==> src/rtl/bsg_ring_node_pkg.sv <==
// Shared types and width helpers for bsg_ring_node and the stitch that
// instantiates it. Packet structs depend on module parameters, so they are
// declared through macros expanded inside each parameterised module.

`ifndef BSG_RING_NODE_PKG_MACROS
`define BSG_RING_NODE_PKG_MACROS

// Forward-ring packet: {v, dest, src, payload}, v in the MSB.
`define BSG_RING_NODE_DECLARE_FWD_PKT_S(id_w, data_w, name) \
    typedef struct packed {                                  \
        logic              v;                                \
        logic [id_w-1:0]   dest;                             \
        logic [id_w-1:0]   src;                              \
        logic [data_w-1:0] payload;                          \
    } name

// Back-ring acknowledgement: {v, dest}, v in the MSB.
`define BSG_RING_NODE_DECLARE_BACK_PKT_S(id_w, name) \
    typedef struct packed {                           \
        logic            v;                           \
        logic [id_w-1:0] dest;                        \
    } name

`endif

package bsg_ring_node_pkg;

    // Flattened width of one forward-ring word.
    function automatic int fwd_w(input int id_w, input int data_w);
        return 1 + 2 * id_w + data_w;
    endfunction

    // Flattened width of one back-ring word.
    function automatic int back_w(input int id_w);
        return 1 + id_w;
    endfunction

    // Width of a counter that must hold 0..max_val inclusive.
    function automatic int ctr_w(input int max_val);
        return $clog2(max_val + 1);
    endfunction

    // Pointer width that stays at least one bit for single-entry storage.
    function automatic int safe_clog2(input int n);
        return (n <= 1) ? 1 : $clog2(n);
    endfunction

endpackage

==> src/rtl/bsg_fifo_1r1w_small.sv <==
// Small one-read one-write FIFO, register based, non-bypassing: data written
// in a cycle is visible on v_o/data_o from the following cycle. Full is
// decided on current occupancy, so a dequeue does not open room for an
// enqueue in the same cycle.

module bsg_fifo_1r1w_small
    import bsg_ring_node_pkg::*;
#(
    parameter int width_p = 8,
    parameter int els_p   = 2
) (
    input  logic               clk_i,
    input  logic               reset_i,

    input  logic               v_i,
    output logic               ready_o,
    input  logic [width_p-1:0] data_i,

    output logic               v_o,
    output logic [width_p-1:0] data_o,
    input  logic               yumi_i
);

    localparam int ptr_w_lp = safe_clog2(els_p);
    localparam int cnt_w_lp = ctr_w(els_p);
    localparam logic [cnt_w_lp-1:0] els_lp  = cnt_w_lp'(els_p);
    localparam logic [ptr_w_lp-1:0] last_lp = ptr_w_lp'(els_p - 1);

    logic [width_p-1:0]  mem_q [els_p];
    logic [ptr_w_lp-1:0] wr_ptr_q, wr_ptr_d;
    logic [ptr_w_lp-1:0] rd_ptr_q, rd_ptr_d;
    logic [cnt_w_lp-1:0] count_q, count_d;
    logic                enq, deq;

    function automatic logic [ptr_w_lp-1:0] ptr_inc(input logic [ptr_w_lp-1:0] p);
        return (p == last_lp) ? '0 : p + 1'b1;
    endfunction

    assign ready_o = (count_q != els_lp);
    assign v_o     = (count_q != '0);
    assign data_o  = mem_q[rd_ptr_q];
    assign enq     = v_i & ready_o;
    assign deq     = yumi_i;

    // Next pointer and occupancy values from this cycle's enqueue/dequeue.
    always_comb begin
        // NOTE: every output of a combinational block gets a default first, so
        // no path leaves it unassigned and no latch is inferred.
        wr_ptr_d = wr_ptr_q;
        rd_ptr_d = rd_ptr_q;
        count_d  = count_q;
        if (enq) begin
            wr_ptr_d = ptr_inc(wr_ptr_q);
        end
        if (deq) begin
            rd_ptr_d = ptr_inc(rd_ptr_q);
        end
        case ({enq, deq})
            2'b10:   count_d = count_q + 1'b1;
            2'b01:   count_d = count_q - 1'b1;
            default: count_d = count_q;
        endcase
    end

    // Pointer and occupancy registers, cleared by reset.
    always_ff @(posedge clk_i) begin
        // NOTE: state is updated with non-blocking assignments so every
        // register samples pre-edge values regardless of statement order.
        if (reset_i) begin
            wr_ptr_q <= '0;
            rd_ptr_q <= '0;
            count_q  <= '0;
        end else begin
            wr_ptr_q <= wr_ptr_d;
            rd_ptr_q <= rd_ptr_d;
            count_q  <= count_d;
        end
    end

    // Storage array, written on enqueue only.
    always_ff @(posedge clk_i) begin
        // NOTE: the storage has no reset; occupancy gates v_o, so stale
        // contents are never observed and the array can map to plain flops/RAM.
        if (enq) begin
            mem_q[wr_ptr_q] <= data_i;
        end
    end

    // A dequeue is only legal while data is held.
    assert property (@(posedge clk_i) disable iff (reset_i) yumi_i |-> v_o)
        else $error("bsg_fifo_1r1w_small: yumi_i asserted while empty");

endmodule

==> src/rtl/bsg_ring_node.sv <==
// Ring station for one tile. The forward ring carries data packets and the
// back ring, running the opposite way, carries acknowledgements. Ring traffic
// always wins over local injection; each hop is one register.

module bsg_ring_node
    import bsg_ring_node_pkg::*;
#(
    parameter int id_width_p        = 6,
    parameter int data_width_p      = 32,
    parameter int eject_els_p       = 2,
    parameter int ack_els_p         = 2,
    parameter int max_outstanding_p = 4
) (
    input  logic                                         clk_i,
    input  logic                                         reset_i,
    input  logic [id_width_p-1:0]                        id_i,

    input  logic [fwd_w(id_width_p, data_width_p)-1:0]   fwd_data_in_i,
    output logic [fwd_w(id_width_p, data_width_p)-1:0]   fwd_data_out_o,
    input  logic [back_w(id_width_p)-1:0]                back_data_in_i,
    output logic [back_w(id_width_p)-1:0]                back_data_out_o,

    input  logic                                         v_i,
    input  logic [id_width_p-1:0]                        dest_i,
    input  logic [data_width_p-1:0]                      data_i,
    output logic                                         ready_o,

    output logic                                         v_o,
    output logic [id_width_p-1:0]                        src_o,
    output logic [data_width_p-1:0]                      data_o,
    input  logic                                         yumi_i,

    output logic [ctr_w(max_outstanding_p)-1:0]          outstanding_o
);

    `BSG_RING_NODE_DECLARE_FWD_PKT_S(id_width_p, data_width_p, fwd_pkt_s);
    `BSG_RING_NODE_DECLARE_BACK_PKT_S(id_width_p, back_pkt_s);

    localparam int cnt_w_lp  = ctr_w(max_outstanding_p);
    localparam int eject_w_lp = id_width_p + data_width_p;
    localparam logic [cnt_w_lp-1:0] max_out_lp = cnt_w_lp'(max_outstanding_p);

    fwd_pkt_s  fwd_in;
    fwd_pkt_s  fwd_d, fwd_q;
    back_pkt_s back_in;
    back_pkt_s back_d, back_q;

    logic [cnt_w_lp-1:0] outstanding_d, outstanding_q;

    // Eject and ack FIFO handshakes.
    logic                  eject_ready;
    logic                  ack_ready;
    logic                  ack_v;
    logic [id_width_p-1:0] ack_head;
    logic [eject_w_lp-1:0] eject_head;

    // Per-cycle decisions.
    logic eject;
    logic fwd_slot_free;
    logic inject;
    logic ack_consume;
    logic back_slot_free;
    logic ack_send;

    assign fwd_in  = fwd_data_in_i;
    assign back_in = back_data_in_i;

    // ---------------------------------------------------------------------
    // Forward ring
    // ---------------------------------------------------------------------

    // A packet for this node leaves the ring only if both its payload and
    // its acknowledgement have room; otherwise it deflects round the ring.
    assign eject = fwd_in.v & (fwd_in.dest == id_i) & eject_ready & ack_ready;

    assign fwd_slot_free = ~fwd_in.v | eject;

    // Ready does not wait for v_i; it reflects the slot and credit state.
    assign ready_o = fwd_slot_free & (outstanding_q < max_out_lp);
    assign inject  = v_i & ready_o;

    // Choose the word leaving on the forward ring this cycle.
    always_comb begin
        fwd_d = '0;
        if (inject) begin
            fwd_d = '{v: 1'b1, dest: dest_i, src: id_i, payload: data_i};
        end else if (fwd_in.v && !eject) begin
            fwd_d = fwd_in;
        end
    end

    // Forward hop register.
    always_ff @(posedge clk_i) begin
        if (reset_i) begin
            fwd_q <= '0;
        end else begin
            fwd_q <= fwd_d;
        end
    end

    assign fwd_data_out_o = fwd_q;

    // ---------------------------------------------------------------------
    // Back ring
    // ---------------------------------------------------------------------

    assign ack_consume    = back_in.v & (back_in.dest == id_i);
    assign back_slot_free = ~back_in.v | ack_consume;
    assign ack_send       = back_slot_free & ack_v;

    // Choose the word leaving on the back ring this cycle.
    always_comb begin
        back_d = '0;
        if (ack_send) begin
            back_d = '{v: 1'b1, dest: ack_head};
        end else if (back_in.v && !ack_consume) begin
            back_d = back_in;
        end
    end

    // Back hop register.
    always_ff @(posedge clk_i) begin
        if (reset_i) begin
            back_q <= '0;
        end else begin
            back_q <= back_d;
        end
    end

    assign back_data_out_o = back_q;

    // ---------------------------------------------------------------------
    // Outstanding-packet credit counter
    // ---------------------------------------------------------------------

    // Inject adds a credit in use, a consumed ack returns one; both together
    // leave the count unchanged.
    always_comb begin
        outstanding_d = outstanding_q;
        case ({inject, ack_consume})
            2'b10:   outstanding_d = outstanding_q + 1'b1;
            2'b01:   outstanding_d = outstanding_q - 1'b1;
            default: outstanding_d = outstanding_q;
        endcase
    end

    // Credit counter register.
    always_ff @(posedge clk_i) begin
        if (reset_i) begin
            outstanding_q <= '0;
        end else begin
            outstanding_q <= outstanding_d;
        end
    end

    assign outstanding_o = outstanding_q;

    // ---------------------------------------------------------------------
    // Local FIFOs
    // ---------------------------------------------------------------------

    bsg_fifo_1r1w_small #(
        .width_p (eject_w_lp),
        .els_p   (eject_els_p)
    ) eject_fifo (
        .clk_i   (clk_i),
        .reset_i (reset_i),
        .v_i     (eject),
        .ready_o (eject_ready),
        .data_i  ({fwd_in.src, fwd_in.payload}),
        .v_o     (v_o),
        .data_o  (eject_head),
        .yumi_i  (yumi_i)
    );

    assign src_o  = eject_head[eject_w_lp-1:data_width_p];
    assign data_o = eject_head[data_width_p-1:0];

    bsg_fifo_1r1w_small #(
        .width_p (id_width_p),
        .els_p   (ack_els_p)
    ) ack_fifo (
        .clk_i   (clk_i),
        .reset_i (reset_i),
        .v_i     (eject),
        .ready_o (ack_ready),
        .data_i  (fwd_in.src),
        .v_o     (ack_v),
        .data_o  (ack_head),
        .yumi_i  (ack_send)
    );

    // ---------------------------------------------------------------------
    // Credit sanity
    // ---------------------------------------------------------------------

    assert property (@(posedge clk_i) disable iff (reset_i)
                     outstanding_q <= max_out_lp)
        else $error("bsg_ring_node: outstanding count above limit");

    assert property (@(posedge clk_i) disable iff (reset_i)
                     ack_consume |-> (outstanding_q != '0))
        else $error("bsg_ring_node: ack received with nothing outstanding");

endmodule

==> config.mk <==
export PLATFORM = sky130hd
export DESIGN_NAME = bsg_ring_node
export DESIGN_NICKNAME = d
export VERILOG_FILES = /design/src/rtl/bsg_ring_node_pkg.sv /design/src/rtl/bsg_fifo_1r1w_small.sv /design/src/rtl/bsg_ring_node.sv
export SDC_FILE = /design/constraint.sdc
export NUM_CORES = 1
export LEC_CHECK = 0
export ABC_AREA = 1
export CORE_AREA = 2 2 118 120
export DETAILED_ROUTE_END_ITERATION = 10
export DIE_AREA = 0 0 120 122
export PLACE_DENSITY = 0.78
export SYNTH_ARGS = -nofsm -noshare
export SYNTH_HDL_FRONTEND = slang
export SYNTH_SLANG_ARGS = --single-unit
export TNS_END_PERCENT = 30
==> constraint.sdc <==
create_clock -name clk_i -period 3.5 [get_ports clk_i]
set_input_delay 0.35 -clock clk_i [delete_from_list [all_inputs] [get_ports clk_i]]
set_output_delay 0.35 -clock clk_i [all_outputs]
set_load 0.03 [all_outputs]
==> run summary, run 1 <==
clock tree buffer depth - 2
maximum number of pins on one net before global-route repair - 47
Post CTS Setup Buffer Count - 0
non-filler cells, final - 887
via count of the first global-routing pass - 4629
antenna-violating nets left - 0
worst-path cell chain - buf_4 > mux2_2 > clkdlybuf4s50_1
area of the die - 0.0146 mm²
post-CTS sizing - 0
mean instance size in the synthesized netlist - 12.0 µm²
CP max stage delay - 0.62 ns
number of synthesized flops with an enable pin - 88
synthesized instance count - 503
final design utilization - 64.2%
end of the critical path - data_o[11]
Final Hold Vio Count - 0
MaxCap Viol Count - 0
setup clock skew after layout - 0.00970 ns
depth of the worst register-to-register path - 16
effective utilization at floorplan - 44.5%
quantity of I/O buffers inserted on ports - 194
Yosys top cell by area - edfxtp_1
number of cells in the design after placement - 855
Slowest cell on crit path - clkdlybuf4s50_1
synth unique cells - 26
smallest hold slack - 0.345 ns
setup TNS - 0 ns
synthesis warning total - 0
worst slack, placed - 0.686 ns
Post-synth ARST share - 0%
number of antenna violations at the first check in global routing - 0
kind of critical path - flop to output pin
clock-pin slew on the worst setup and hold paths - 0.06 ns
global-route wire length before repair - 24200 µm
sequential fraction of the synthesis area - 65.6%
max frequency - 365 MHz
Leakage Power - 3.17 nW
metal3 WL - 1220 µm
die extent in y - 122 µm
layout cells sized above 1 - 14.0%
NumNets Final - 798
floorplan die width - 120 µm
Slew headroom - 57.5%
leading post-synthesis cells by instance count - edfxtp_1 (88), nand2_1 (80), dfxtp_1 (65)
area of the mapped netlist - 0.00601 mm²
overall track demand over capacity in global routing - 21.7%
arrival time reported for the critical path endpoint - 2.39 ns
H-tree level count - 4
placed wire-length estimate - 10600 µm
library cell with the highest instance count after synthesis - edfxtp_1
TritonCTS clock tree - yes
internal reg-to-reg setup slack - 1.25 ns
vias - 4666
leading register cell type out of synthesis - edfxtp_1
transition time of the tightest slew-check pin - 0.635 ns
wire length on met1 - 6400 µm
antenna diode count - 0
outcome - completed
number of core rows - 43
Pwr per Cell Area - 516 mW/mm²
first-pass iteration count of the detailed router - 5
startpoint of the tightest hold check path - v_i
type of the most critical hold path - input pin to flop
area share of the largest cell type after synthesis - 44.0%
RSZ-0062 raised after global routing - false
final max-slew violation count - 0
final period utilization - 78.2%
Critical R2R Capture - outstanding_o[2]
# DRC - 0
sort of element at the end of the critical path - output pin
count of hold-fix buffers inserted at cts - 0
maximum net fanout on the critical path - 28
worst flop-to-flop path startpoint - ack_fifo.count_q[0]
final number of setup-violating endpoints - 0
I/O pin total - 195
Max Used Layer - met4
clock buffer count from CTS - 17
CP Launch Type - flop
worst vdd ir - 0.276 mV
Via density - 5.26
routed length on met2 - 7940 µm
Final GP Congestion - 0.812
number of nets in the synthesized netlist - 607
synth top area cells - edfxtp_1 (44%), dfxtp_1 (22%), mux2_2 (8.2%)
required time worst endpoint - 3.15 ns
#FFs+latches synth - 153
crit path setup slack, layout - 0.763 ns
grt total ovfl - 0
Clock Sink Count - 153
Final min period - 2.74 ns
core region area - 0.0135 mm²
clock root buffer master - clkbuf_16
insertion delay to the later sink of the worst-skew pair - 0.42 ns
final WL - 15900 µm
wire per inst - 17.9 µm
initial drt markers - 402
area growth from synthesis to final layout - 44.1%
-- worst max-delay path, delay by kind of cell, from the launching register on --
family	cells	cell delay [ns]
buf+inv	2	1.04
flops	1	0.51
mux	1	0.40
-- cell type report --
cell class,instances,area [µm²]
clock buffers,20,447
clock inverters,12,173
fillers,1023,4840
inverters,35,131
multi-input cells,285,1730
flip-flops and latches,153,3950
well taps,180,225
repair buffers,202,2010
-- per-layer routing --
metal	up-vias	GRT usage, %
met1	2246	26.2
met4	0	8.01
met5	-	0
met2	226	36.9
li1	2169	-
met3	25	6.37
-- metrics by stage --
step                      power [mW]  area [µm²]
after floorplan                 2.31        6010
after global placement          2.58        8050
after detailed placement        2.60        8050
after CTS                       4.50        8670
after global routing            4.62        8670
final                           4.47        8670
-- worst min-delay path by stage --
stage                                 endpoint  depth (start not counted)
final                       fwd_data_out_o[44]                          5
after global routing        fwd_data_out_o[44]                          5
after CTS                   fwd_data_out_o[44]                          5
after detailed placement      outstanding_o[0]                          1
after global placement        outstanding_o[0]                          1
after floorplan           ack_fifo.mem_q[0][0]                          0
-- sequential cells by signal (all words and copies together), names as in the netlist, named ones only --
| register | cells |
|---|---|
| outstanding_o | 3 |
| ack_fifo.mem_q | 12 |
| ack_fifo.wr_ptr_q | 1 |
| ack_fifo.count_q | 2 |
| fwd_data_out_o | 45 |
| eject_fifo.rd_ptr_q | 1 |
| back_data_out_o | 7 |
| ack_fifo.rd_ptr_q | 1 |
| eject_fifo.mem_q | 76 |
| eject_fifo.count_q | 2 |
| eject_fifo.wr_ptr_q | 1 |
-- power breakdown --
part	internal, mW	switching (mW)
sequential	1.94	0.0207
clock	1.21	0.701
combinational	0.275	0.319
-- cells by family (layout without fill, tap and decap cells) --
family | after synthesis | after routing | synth area share (%)
compound gates | 75 | 75 | 6.24
xor+xnor | 5 | 5 | 0.728
fa+ha+maj | 4 | 4 | 0.957
buf+inv | 65 | 269 | 5.87
flops | 153 | 153 | 65.6
mux | 44 | 44 | 8.24
simple gates | 157 | 157 | 12.4
-- placed cells by master (no fill, tap or decap), types with 11 or more instances in the layout --
cell type | synthesis | routed
nor2_1 | 14 | 12
dfxtp_1 | 65 | 64
mux2_2 | 44 | 44
nand2_1 | 80 | 80
a21oi_1 | 64 | 64
inv_1 | 30 | 29
nand4_1 | 44 | 44
clkdlybuf4s50_1 | 0 | 191
clkbuf_16 | 0 | 17
o21ai_0 | 11 | 11
edfxtp_1 | 88 | 88
(Power assumes the default switching activity.)
==> run 2: changes to the inputs <==
CORE_AREA = 2 2 123 125   (was 2 2 118 120)
DIE_AREA = 0 0 125 127   (was 0 0 120 122)
PLACE_DENSITY = 0.76   (was 0.78)
clock period = 2.2 ns   (was 3.5 ns; I/O delays follow)
==> run 2 against run 1 <==
  * Power rose by 57%
  * Non-clock buffer count rose by 26
  * Largest cell class unchanged
  * Critical path type is now flop to flop
  * Sequential power is 58% higher
  * Global-route usage is 1.5 points lower
  * Routed wire length grew 1.7%
  * Count of clock-buffer cells in the layout grew 6
==> run summary, run 2 (synthesized netlist as in run 1, its figures left out) <==
worst flop-to-flop path startpoint - eject_fifo.count_q[0]
area growth from synthesis to final layout - 48.0%
final number of setup-violating endpoints - 0
Placement Cell Area - 0.00826 mm²
most common cell after layout, fill and taps aside - clkdlybuf4s50_1
max frequency - 484 MHz
area of the die - 0.0159 mm²
Final GP Congestion - 0.853
Slew headroom - 62.2%
H-tree level count - 4
Critical R2R Capture - outstanding_o[2]
maximum net fanout on the critical path - 4
sort of element at the end of the critical path - flop
metal3 WL - 957 µm
wire per inst - 17.6 µm
number of core rows - 44
startpoint of the tightest hold check path - reset_i
Via density - 5.15
Leakage Power - 3.38 nW
floorplan die width - 125 µm
sequential cell area - 0.00395 mm²
internal reg-to-reg setup slack - 0.13 ns
arrival time reported for the critical path endpoint - 2.35 ns
worst vdd ir - 0.519 mV
outcome - completed
vias - 4718
grt total ovfl - 0
core region area - 0.0144 mm²
quantity of I/O buffers inserted on ports - 194
first-pass iteration count of the detailed router - 4
clock-pin slew on the worst setup and hold paths - 0.06 ns
transition time of the tightest slew-check pin - 0.567 ns
CP max stage delay - 0.36 ns
Pwr per Cell Area - 788 mW/mm²
TritonCTS clock tree - yes
type of the most critical hold path - input pin to flop
number of flip-flops under the largest register name - 76
# DRC - 0
number of antenna violations at the first check in global routing - 0
Slowest cell on crit path - fa_2
antenna diode count - 0
NumNets Final - 824
maximum number of pins on one net before global-route repair - 47
clock buffer count from CTS - 17
Clock Sink Count - 153
effective utilization at floorplan - 41.7%
final max-slew violation count - 0
Final Hold Vio Count - 0
Max Used Layer - met4
final design utilization - 61.7%
die extent in y - 127 µm
commonest cells after routing, fill and taps aside - clkdlybuf4s50_1 (152), edfxtp_1 (88), nand2_1 (79), dfxtp_1 (64), a21oi_1 (63)
clock tree buffer depth - 2
clock root buffer master - clkbuf_16
worst-path cell chain - inv_2 > nand2_1 > nand2_1 > clkinv_1 > nand2_2 > nor2_4 > nand2_4 > nand2_4 > nand3_2 > ha_1 > inv_1 > fa_2 > a21oi_2 > o21ai_1 > o21ai_1 > a21oi_1
area of the multi-input gates - 0.00175 mm²
layout cells sized above 1 - 17.3%
overall track demand over capacity in global routing - 20.2%
antenna-violating nets left - 0
largest register by flop count - eject_fifo.mem_q
kind of critical path - flop to flop
CP Launch Type - flop
insertion delay to the later sink of the worst-skew pair - 0.42 ns
setup clock skew after layout - 0.0163 ns
crit path setup slack, layout - 0.134 ns
Final min period - 2.07 ns
worst slack, placed - -0.373 ns
overall power after layout - 7.01 mW
required time worst endpoint - 2.48 ns
MaxCap Viol Count - 0
Fillers - 1131
initial drt markers - 331
depth of the worst register-to-register path - 16
via count of the first global-routing pass - 4891
global-route wire length before repair - 24800 µm
count of cells along the worst hold path - 2
routed length on met2 - 8270 µm
wire length on met1 - 6580 µm
placed wire-length estimate - 10900 µm
I/O pin total - 195
final period utilization - 93.9%
final WL - 16100 µm
final design instance area without fill - 0.00890 mm²
RSZ-0062 raised after global routing - true
[run 2: area by class of cell]
| type | instances | share of cell area (%) |
|---|---|---|
| flip-flops and latches | 153 | 44.3 |
| clock inverters | 6 | 0.605 |
| multi-input cells | 285 | 19.7 |
| well taps | 184 | 2.59 |
| clock buffers | 26 | 6.23 |
| inverters | 35 | 1.48 |
| repair buffers | 228 | 25.1 |
[run 2: power breakdown]
part | switching (mW) | internal (mW) | total [mW]
logic | 0.526 | 0.447 | 0.973
registers | 0.0265 | 3.09 | 3.12
clock network | 1.07 | 1.85 | 2.92
[run 2: repair_timing]
item	4_1_cts	5_1_grt
setup buffers	0	2
endpoints found under the setup margin	38	2
cloned	0	1
hold buffers	0	0
resized for setup	39	10
[run 2: metal layers]
layer	GRT usage, %	up-vias
met3	5.36	28
met2	34.9	189
li1	-	2216
met4	8.82	0
met1	23.8	2285
met5	0	-
[run 2: per-stage QoR]
stage | hold WS [ns] | cells | TNS (ns)
finish | 0.190 | 917 | 0
detailed placement | 0.485 | 882 | -7.12
CTS | 0.182 | 914 | 0
global placement | 0.471 | 882 | -4.53
floorplan | 0.319 | 503 | -1.98
global route | 0.200 | 917 | -0.0198
[run 2: worst max-delay path: cells and delay by family (launching register included)]
kind | cells | cell delay [ns]
adders and majority gates | 2 | 0.50
and+or+nand+nor | 7 | 0.49
AOI/OAI and AO/OA | 4 | 0.42
DFF | 1 | 0.33
buffers and inverters | 3 | 0.19
[run 2: worst max path at each step]
| stage | from | end | slack, ns | depth (start not counted) |
|---|---|---|---|---|
| after floorplan | ack_fifo.count_q[0] | eject_fifo.mem_q[0][0] | -0.05 | 8 |
| after global placement | back_data_in_i[2] | outstanding_o[2] | -0.22 | 14 |
| after detailed placement | id_i[0] | outstanding_o[2] | -0.37 | 17 |
| after CTS | id_i[0] | ready_o | 0.005 | 13 |
| after global routing | eject_fifo.count_q[0] | outstanding_o[2] | -0.02 | 16 |
| final | eject_fifo.count_q[0] | outstanding_o[2] | 0.13 | 16 |
==> run 3: changes to the inputs <==
CORE_AREA = 2 2 124 126   (was 2 2 123 125)
DIE_AREA = 0 0 126 128   (was 0 0 125 127)
SYNTH_HIERARCHICAL = 1   (was unset)
==> run 3 against run 2 <==
  * Fmax is 1.2% lower
  * Count of clock-buffer cells in the layout is 9 lower
  * Clock power hardly changed
  * Sequential cell count stayed put
  * Via count is 0.72% lower
  * Sequential power hardly changed
  * Die area is 1.6% higher
  * Global-route usage hardly changed
  * Routed wire length is 0.46% higher
  * Register-to-register slack better by 0.02 ns
  * Power is 0.80% higher
==> run summary, run 3 <==
via count of the first global-routing pass - 4889
register share of total power - 44.2%
TritonCTS clock tree - yes
P_int - 5.34 mW
Final min period - 2.09 ns
I/O pin total - 195
setup TNS - 0 ns
number of flip-flops under the largest register name - 76
transition time of the tightest slew-check pin - 0.558 ns
overall track demand over capacity in global routing - 20.2%
synth top area cells - edfxtp_1 (43%), dfxtp_1 (21%), mux2_4 (4.9%)
number of nets in the synthesized netlist - 604
CP Launch Type - flop
Leakage Power - 3.40 nW
#FFs+latches synth - 153
setup clock skew after layout - 0.00673 ns
number of buffers and inverters on the critical path - 1
floorplan die width - 126 µm
most common cell after layout, fill and taps aside - clkdlybuf4s50_1
clock tree buffer depth - 2
Final GP Congestion - 0.841
antenna diode count - 0
outcome - completed
worst vdd ir - 0.518 mV
required time worst endpoint - 1.98 ns
NumNets Final - 819
maximum net fanout on the critical path - 7
sequential fraction of the synthesis area - 64.6%
effective utilization at floorplan - 41.1%
maximum number of pins on one net before global-route repair - 47
Final Hold Vio Count - 0
Slew headroom - 62.8%
synthesized instance count - 500
Gate power share - 14.0%
core region area - 0.0149 mm²
final design utilization - 60.5%
number of core rows - 45
area share of the largest cell type after synthesis - 43.3%
max frequency - 478 MHz
area of the mapped netlist - 0.00610 mm²
grt total ovfl - 0
initial drt markers - 292
insertion delay to the later sink of the worst-skew pair - 0.42 ns
number of synthesized flops with an enable pin - 88
clock buffer count from CTS - 17
CP max stage delay - 0.60 ns
commonest cells after routing, fill and taps aside - clkdlybuf4s50_1 (157), edfxtp_1 (88), nand2_1 (72), dfxtp_1 (60), a21oi_1 (59)
P_sw - 1.72 mW
Post-synth ARST share - 0%
sort of element at the end of the critical path - output pin
Yosys top cell by area - edfxtp_1
MaxCap Viol Count - 0
quantity of I/O buffers inserted on ports - 194
Via density - 5.11
library cell with the highest instance count after synthesis - edfxtp_1
worst-path cell chain - mux2_2 > clkdlybuf4s50_1
synthesis warning total - 6
area growth from synthesis to final layout - 47.4%
final max-slew violation count - 0
number of antenna violations at the first check in global routing - 0
RSZ-0062 raised after global routing - true
Slowest cell on crit path - clkdlybuf4s50_1
antenna-violating nets left - 0
Pwr per Cell Area - 785 mW/mm²
final number of setup-violating endpoints - 0
die extent in y - 128 µm
first-pass iteration count of the detailed router - 4
share of power burned in the clock network - 41.8%
vias - 4684
final period utilization - 95.0%
largest register by flop count - eject_fifo/mem_q
# DRC - 0
synth unique cells - 30
leading register cell type out of synthesis - edfxtp_1
H-tree level count - 4
arrival time reported for the critical path endpoint - 1.87 ns
wire per inst - 17.7 µm
area of the die - 0.0161 mm²
type of the most critical hold path - input pin to flop
clock root buffer master - clkbuf_16
clock-pin slew on the worst setup and hold paths - 0.06 ns
Net Sw Frac - 24.4%
mean instance size in the synthesized netlist - 12.2 µm²
kind of critical path - flop to output pin
leading post-synthesis cells by instance count - edfxtp_1 (88), nand2_1 (74), dfxtp_1 (65)
layout cells sized above 1 - 18.4%
count of hold-fix buffers inserted at cts - 0
delay-heaviest family, CP - buffers and inverters
Clock Sink Count - 153
final WL - 16200 µm
global-route wire length before repair - 25200 µm
placed wire-length estimate - 11400 µm
==> run 3: cell types whose count changed after synthesis, sizes merged <==
cell    change
nand4       +2
xor2        +5
nor2       +13
a21oi       -5
clkinv      -2
xnor2       +1
nor3        -2
nand2       -8
o21ai       -4
or2         +2
inv         -5
==> run 3: area by class of cell <==
type                    count  area (µm²)
multi-input cells         289        1870
repair buffers            226        2230
fillers                  1183        5870
clock inverters            15         178
flip-flops and latches    153        3950
well taps                 188         235
inverters                  28         108
clock buffers              17         425
==> run 3: metal layers <==
layer  up-vias  share of wire, %  track usage, %
li1       2203                 -               -
met1      2263                40            23.8
met2       192                52            35.5
met3        26               6.1            5.09
met4         0               2.1            7.95
met5         -                 0               0
==> run 3: cells by family after synthesis <==
family,after synthesis,synth area share (%)
compound gates,66,5.47
fa+ha+maj,4,0.943
flops,153,64.6
mux,44,9.35
simple gates,164,12.7
xor+xnor,11,1.58
buf+inv,58,5.37
==> run 3: worst paths after layout <==
| check | startpoint | end | slack [ns] | cells past startpoint |
|---|---|---|---|---|
| min | reset_i | eject_fifo/rd_ptr_q | 0.26 | 2 |
| max | flop | src_o[5] | 0.11 | 2 |
| min reg2reg | eject_fifo/count_q[0] | eject_fifo/count_q[0] | 0.51 | 2 |
| max reg2reg | eject_fifo/count_q[0] | outstanding_o[2] | 0.15 | 16 |
==> run 3: power by group through the flow <==
| stage | clock (mW) | sequential, mW | combinational [mW] |
|---|---|---|---|
| after detailed placement | 0 | 3.19 | 0.994 |
| after floorplan | 0 | 3.29 | 0.394 |
| after global placement | 0 | 3.18 | 0.979 |
| after global routing | 3.12 | 3.13 | 1.04 |
| final | 2.95 | 3.12 | 0.989 |
| after CTS | 3.00 | 3.13 | 0.978 |
==> run 3: what timing repair did <==
item	4_1_cts	5_1_grt
gates resized for setup	41	15
endpoints found under the hold margin	0	0
pin swaps	0	3
setup endpoints to repair	36	4
buffers inserted	0	4
==> run 3: stage by stage <==
| stage | instance area [µm²] | hold WS, ns | power [mW] | cells | setup slack (ns) |
|---|---|---|---|---|---|
| 3_3_place_gp | 8360 | 0.495 | 4.16 | 880 | -0.257 |
| 2_1_floorplan | 6110 | 0.292 | 3.69 | 500 | -0.349 |
| 6_report | 9000 | 0.264 | 7.07 | 916 | 0.109 |
| 5_1_grt | 9000 | 0.253 | 7.30 | 916 | -0.0265 |
| 3_5_place_dp | 8360 | 0.512 | 4.18 | 880 | -0.362 |
| 4_1_cts | 8930 | 0.195 | 7.10 | 912 | -0.0496 |
==> variant 1: new RTL, flow settings as in run 3 <==
Set the parameter `ack_els_p` to 1 (it was 2).
--- a/src/rtl/bsg_ring_node.sv
+++ b/src/rtl/bsg_ring_node.sv
@@ -8,7 +8,7 @@
     parameter int id_width_p        = 6,
     parameter int data_width_p      = 32,
     parameter int eject_els_p       = 2,
-    parameter int ack_els_p         = 2,
+    parameter int ack_els_p         = 1,
     parameter int max_outstanding_p = 4
 ) (
     input  logic                                         clk_i,
Check against the original RTL: not equivalent (Yosys sat finds a counterexample within 4 cycles, from zero or initial values and one cycle with reset_i high).
==> variant 1 against run 3 <==
Hold slack worse by 0.033 ns. Routed wire length fell by 3.2%. Combinational power decreased by 0.9%. Sequential power fell by 6.4%. Total power fell by 5.9%. Cell area is 5.0% lower. Worst setup slack lost 0.020 ns. Synthesized area down 7.3%. Clock power decreased by 6.8%. Utilization is 3.0 points lower. Fmax shrank 0.95%. Sequential cell count is 10 lower. Synthesized cell count down 7.0%. Cell count down 4.4%. Critical path type unchanged.
==> variant 1: results (changes against run 3) <==
Run status - finished clean (unchanged)
Synth Net Count - 568 (was 604)
Mapped Cells - 465 (was 500)
WHS - 0.231 ns (was 0.264 ns)
GR Layer Usage met2 - 34.0% (was 35.5%)
Hold depth - 5 (was 2)
Filler cell count - 1,207 (was 1,183)
Nets@finish - 778 (was 819)
Post-synthesis adder-cell area fraction - 0.796% (was 0.943%)
DRT Wirelength - 15,700 um (was 16,200 um)
Crit path DAT - 1.89 ns (was 1.87 ns)
Slew headroom - 56.2% (was 62.8%)
Routed met3 length - 964 um (was 994 um)
Multiplexer area fraction after synthesis - 8.89% (was 9.35%)
Multi-In Gates - 266 (was 289)
Library cells used by synthesis - 27 (was 30)
VDD IR-drop max - 0.000473 V (was 0.000518 V)
Number of flops mapped to enable cells by yosys - 82 (was 88)
Reg2reg setup slack - 0.10 ns (was 0.15 ns)
Leakage - 3.26 nW (was 3.40 nW)
Crit Path Max Fanout - 12 (was 7)
Hold Path End - fwd_data_out_o[44] (was eject_fifo/rd_ptr_q)
Layout cell share with drive strength beyond 1 - 17.2% (was 18.4%)
Synth area leaders - edfxtp_1, dfxtp_1, mux2_4, a21oi_1, nand4_1 (unchanged)
Buffers, non-clock - 220 (was 226)
Post-synthesis compound-gate area fraction - 5.48% (was 5.47%)
First-pass GRT wire length - 24,000 um (was 25,200 um)
WL met2 - 8050 um (was 8390 um)
GRT Util Overall - 19.5% (was 20.2%)
DR WL/cell - 17.9 um (was 17.7 um)
Seq/Total Area, Yosys - 65.1% (was 64.6%)
Worst clock skew - 0.00837 ns (was 0.00673 ns)
Post-Synth XOR/XNOR Area - 1.55% (was 1.58%)
GR Util met1 - 23.4% (was 23.8%)
FF+latch count - 143 (was 153)
Pre-Repair DR Iteration Count - 5 (was 4)
Via density - 5.03 (was 5.11)
Area of the multi-input gates - 1710 um2 (was 1870 um2)
Seq. cell area - 3690 um2 (was 3950 um2)
RePlAce Congestion - 0.870 (was 0.841)
Post-Place Cell Area - 7890 um2 (was 8360 um2)
CLK BUF - 19 (was 17)
DR iter-0 viols - 279 (was 292)
[variant 1: report_power, final]
| group | internal, mW | leakage [nW] | switching (mW) |
|---|---|---|---|
| sequential | 2.89 | 1.24 | 0.0267 |
| combinational | 0.464 | 1.75 | 0.516 |
| clock | 1.65 | 0.266 | 1.11 |
[variant 1: repair_timing]
action	CTS	global route
endpoints found under the setup margin	40	5
gates cloned	2	0
pin swaps	0	2
resized for setup	41	17
setup buffers	0	1
[variant 1: stage by stage]
step                util [%]  setup slack (ns)
global placement        53.1            -0.311
CTS                     57.2           -0.0539
floorplan                  -            -0.294
detailed placement      53.1            -0.311
global route            57.5           -0.0430
finish                  57.5            0.0889
[variant 1: worst max-delay path, stage by stage, from the launching register on]
cell and delay (ns):
dfxtp_4 0.36, inv_2 0.05, nand2_2 0.07, nand2_1 0.06, nor2_1 0.08, nand2_1 0.07
nor2_1 0.12, nand3_2 0.11, nand2_4 0.12, buf_12 0.16, inv_4 0.06, nor2_4 0.08
buf_6 0.13
==> variant 2: new RTL, config.mk and constraints of run 3 <==
Made on the original files. Make the reset (`reset_i`) asynchronous in 4 clocked blocks.
--- a/src/rtl/bsg_fifo_1r1w_small.sv
+++ b/src/rtl/bsg_fifo_1r1w_small.sv
@@ -63,7 +63,7 @@
     end
 
     // Pointer and occupancy registers, cleared by reset.
-    always_ff @(posedge clk_i) begin
+    always_ff @(posedge clk_i or posedge reset_i) begin
         // NOTE: state is updated with non-blocking assignments so every
         // register samples pre-edge values regardless of statement order.
         if (reset_i) begin
--- a/src/rtl/bsg_ring_node.sv
+++ b/src/rtl/bsg_ring_node.sv
@@ -90,7 +90,7 @@
     end
 
     // Forward hop register.
-    always_ff @(posedge clk_i) begin
+    always_ff @(posedge clk_i or posedge reset_i) begin
         if (reset_i) begin
             fwd_q <= '0;
         end else begin
@@ -119,7 +119,7 @@
     end
 
     // Back hop register.
-    always_ff @(posedge clk_i) begin
+    always_ff @(posedge clk_i or posedge reset_i) begin
         if (reset_i) begin
             back_q <= '0;
         end else begin
@@ -145,7 +145,7 @@
     end
 
     // Credit counter register.
-    always_ff @(posedge clk_i) begin
+    always_ff @(posedge clk_i or posedge reset_i) begin
         if (reset_i) begin
             outstanding_q <= '0;
         end else begin
Function: differs if reset_i is asserted again (counterexample within 4 cycles, from zero or initial values and one cycle with reset_i high); with reset_i held inactive, the same outputs for 4 cycles.
==> variant 2 against run 3 <==
Synthesized area up 2.4%. Sequential cell count decreased by 2. Cell area grew 2.8%. First-iteration DRC count shrank 1.7%. Utilization is 1.7 points higher. Worst setup slack got worse by 0.042 ns. Routed wire length barely moved.
Power is not compared: it rests on default switching activity, and its combinational part moved more than twofold at a synthesized area within 25%.
==> variant 2: results (changes against run 3) <==
VDD IR-drop max - 0.000648 V
Worst setup EP type - flop (was primary output)
Reg2reg setup slack - 0.07 ns (was 0.15 ns)
Post-Synth XOR/XNOR Area - 1.54% (was 1.58%)
Synth area leaders - edfxtp_1, dfrtp_1, nand2_1, inv_1, nand4_1 (was edfxtp_1, dfxtp_1, mux2_4, a21oi_1, nand4_1)
Seq/Total Area, Yosys - 67.5% (was 64.6%)
Crit Path Max Fanout - 3 (was 7)
Fmax - 469 MHz (was 478 MHz)
Filler cell count - 1,177 (was 1,183)
Vias in the first global route - 4,588 (was 4,889)
Top cells by count, synth - nand2_1, edfxtp_1, inv_1 (was edfxtp_1, nand2_1, dfxtp_1)
Worst clock skew - 0.00881 ns (was 0.00673 ns)
Run status - finished clean (unchanged)
Largest net degree at the start of global routing - 46 (was 47)
Worst reg2reg path depth - 15 (was 16)
Min-delay worst type - primary input to asynchronous set/reset pin (was primary input to flop)
Async S/R FF share, synth - 41.7% (was 0%)
Nets@finish - 898 (was 819)
Critical path's top delay family - simple AND/OR/NAND/NOR gates (was buffers and inverters)
Via density - 4.91 (was 5.11)
Slew headroom - 59.8% (was 62.8%)
Grt ovf - 0 (unchanged)
Library cells used by synthesis - 24 (was 30)
Number of flops mapped to enable cells by yosys - 88 (unchanged)
RePlAce Congestion - 0.806 (was 0.841)
CTS clk-pin slew, worst paths - 0.07 ns
Register with the most flip-flops - eject_fifo/mem_q (unchanged)
Post-synthesis compound-gate area fraction - 4.25% (was 5.47%)
Synth Net Count - 681 (was 604)
Seq pwr share - 36.2%
First-pass GRT wire length - 24,800 um (was 25,200 um)
Sw Pwr - 2.98 mW
WHS - 0.0713 ns (was 0.264 ns)
DR iter-0 viols - 287 (was 292)
CP peak stage delay - 0.40 ns (was 0.60 ns)
Post-CTS setup buffer count - 0 (unchanged)
Slowest cell on crit path - dfrtp_1 (was clkdlybuf4s50_1)
Post-synthesis adder-cell area fraction - 0.921% (was 0.943%)
Post-cts repair resize count - 35 (was 41)
GRT Util Overall - 20.5% (was 20.2%)
Fin. max-slew vios - 0 (unchanged)
Htree depth - 4 (unchanged)
Ys Warns - 6 (unchanged)
Reg2reg start - eject_fifo/count_q[0] (unchanged)
Worst r2r dst - outstanding_o[2] (unchanged)
Pre-Repair DR Iteration Count - 6 (was 4)
Multiplexer area fraction after synthesis - 0% (was 9.35%)
DP HPWL - 11,100 um (was 11,400 um)
Post-Place Setup Slack - -0.285 ns (was -0.362 ns)
Layout cell share with drive strength beyond 1 - 11.0% (was 18.4%)
DRT Wirelength - 16,200 um (about the same)
[variant 2: area by class of cell]
class,instances,area (um2),share of cell area (%)
Clock inverter,13,226,2.45
Timing Repair Buffer,226,2250,24.3
Inverter,81,309,3.34
Multi-Input combinational cell,317,1570,16.9
Tap cell,188,235,2.54
Clock buffer,18,439,4.75
Sequential cell,151,4220,45.6
[variant 2: worst reg2reg max path: cells and delay by family, from the launching register on]
kind / cells / cell delay (ns)
and+or+nand+nor: 8 / 0.60
DFF: 1 / 0.40
AOI/OAI and AO/OA: 2 / 0.22
xor gates and xnor gates: 1 / 0.14
adders and majority gates: 2 / 0.51
buffers and inverters: 2 / 0.14
[variant 2: routing by layer]
metal / wire (um) / GRT usage (%) / share of wire, % / up-vias
met2: 7760 / 32.5 / 48 / 225
met4: 282 / 8.08 / 1.7 / 0
met1: 6940 / 27.1 / 43 / 2292
li1: - / - / - / 2340
met5: 0 / 0 / 0 / -
met3: 1220 / 5.59 / 7.6 / 22
[variant 2: metrics by stage]
| stage | util, % | instance area (um2) | instances | TNS (ns) | total power, mW |
|---|---|---|---|---|---|
| final | 62.2 | 9250 | 994 | 0 | 9.35 |
| after CTS | 61.5 | 9140 | 989 | -0.161 | 9.37 |
| after floorplan | - | 6250 | 577 | -2.67 | 5.00 |
| after global routing | 62.2 | 9250 | 994 | -0.132 | 9.75 |
| after global placement | 57.1 | 8490 | 958 | -0.236 | 6.20 |
| after detailed placement | 57.1 | 8490 | 958 | -2.05 | 6.24 |
[variant 2: logic make-up after synthesis]
logic type	count (synthesis)
and+or+nand+nor	249
DFF	151
buffers and inverters	109
AOI/OAI and AO/OA	53
xor gates and xnor gates	11
adders and majority gates	4
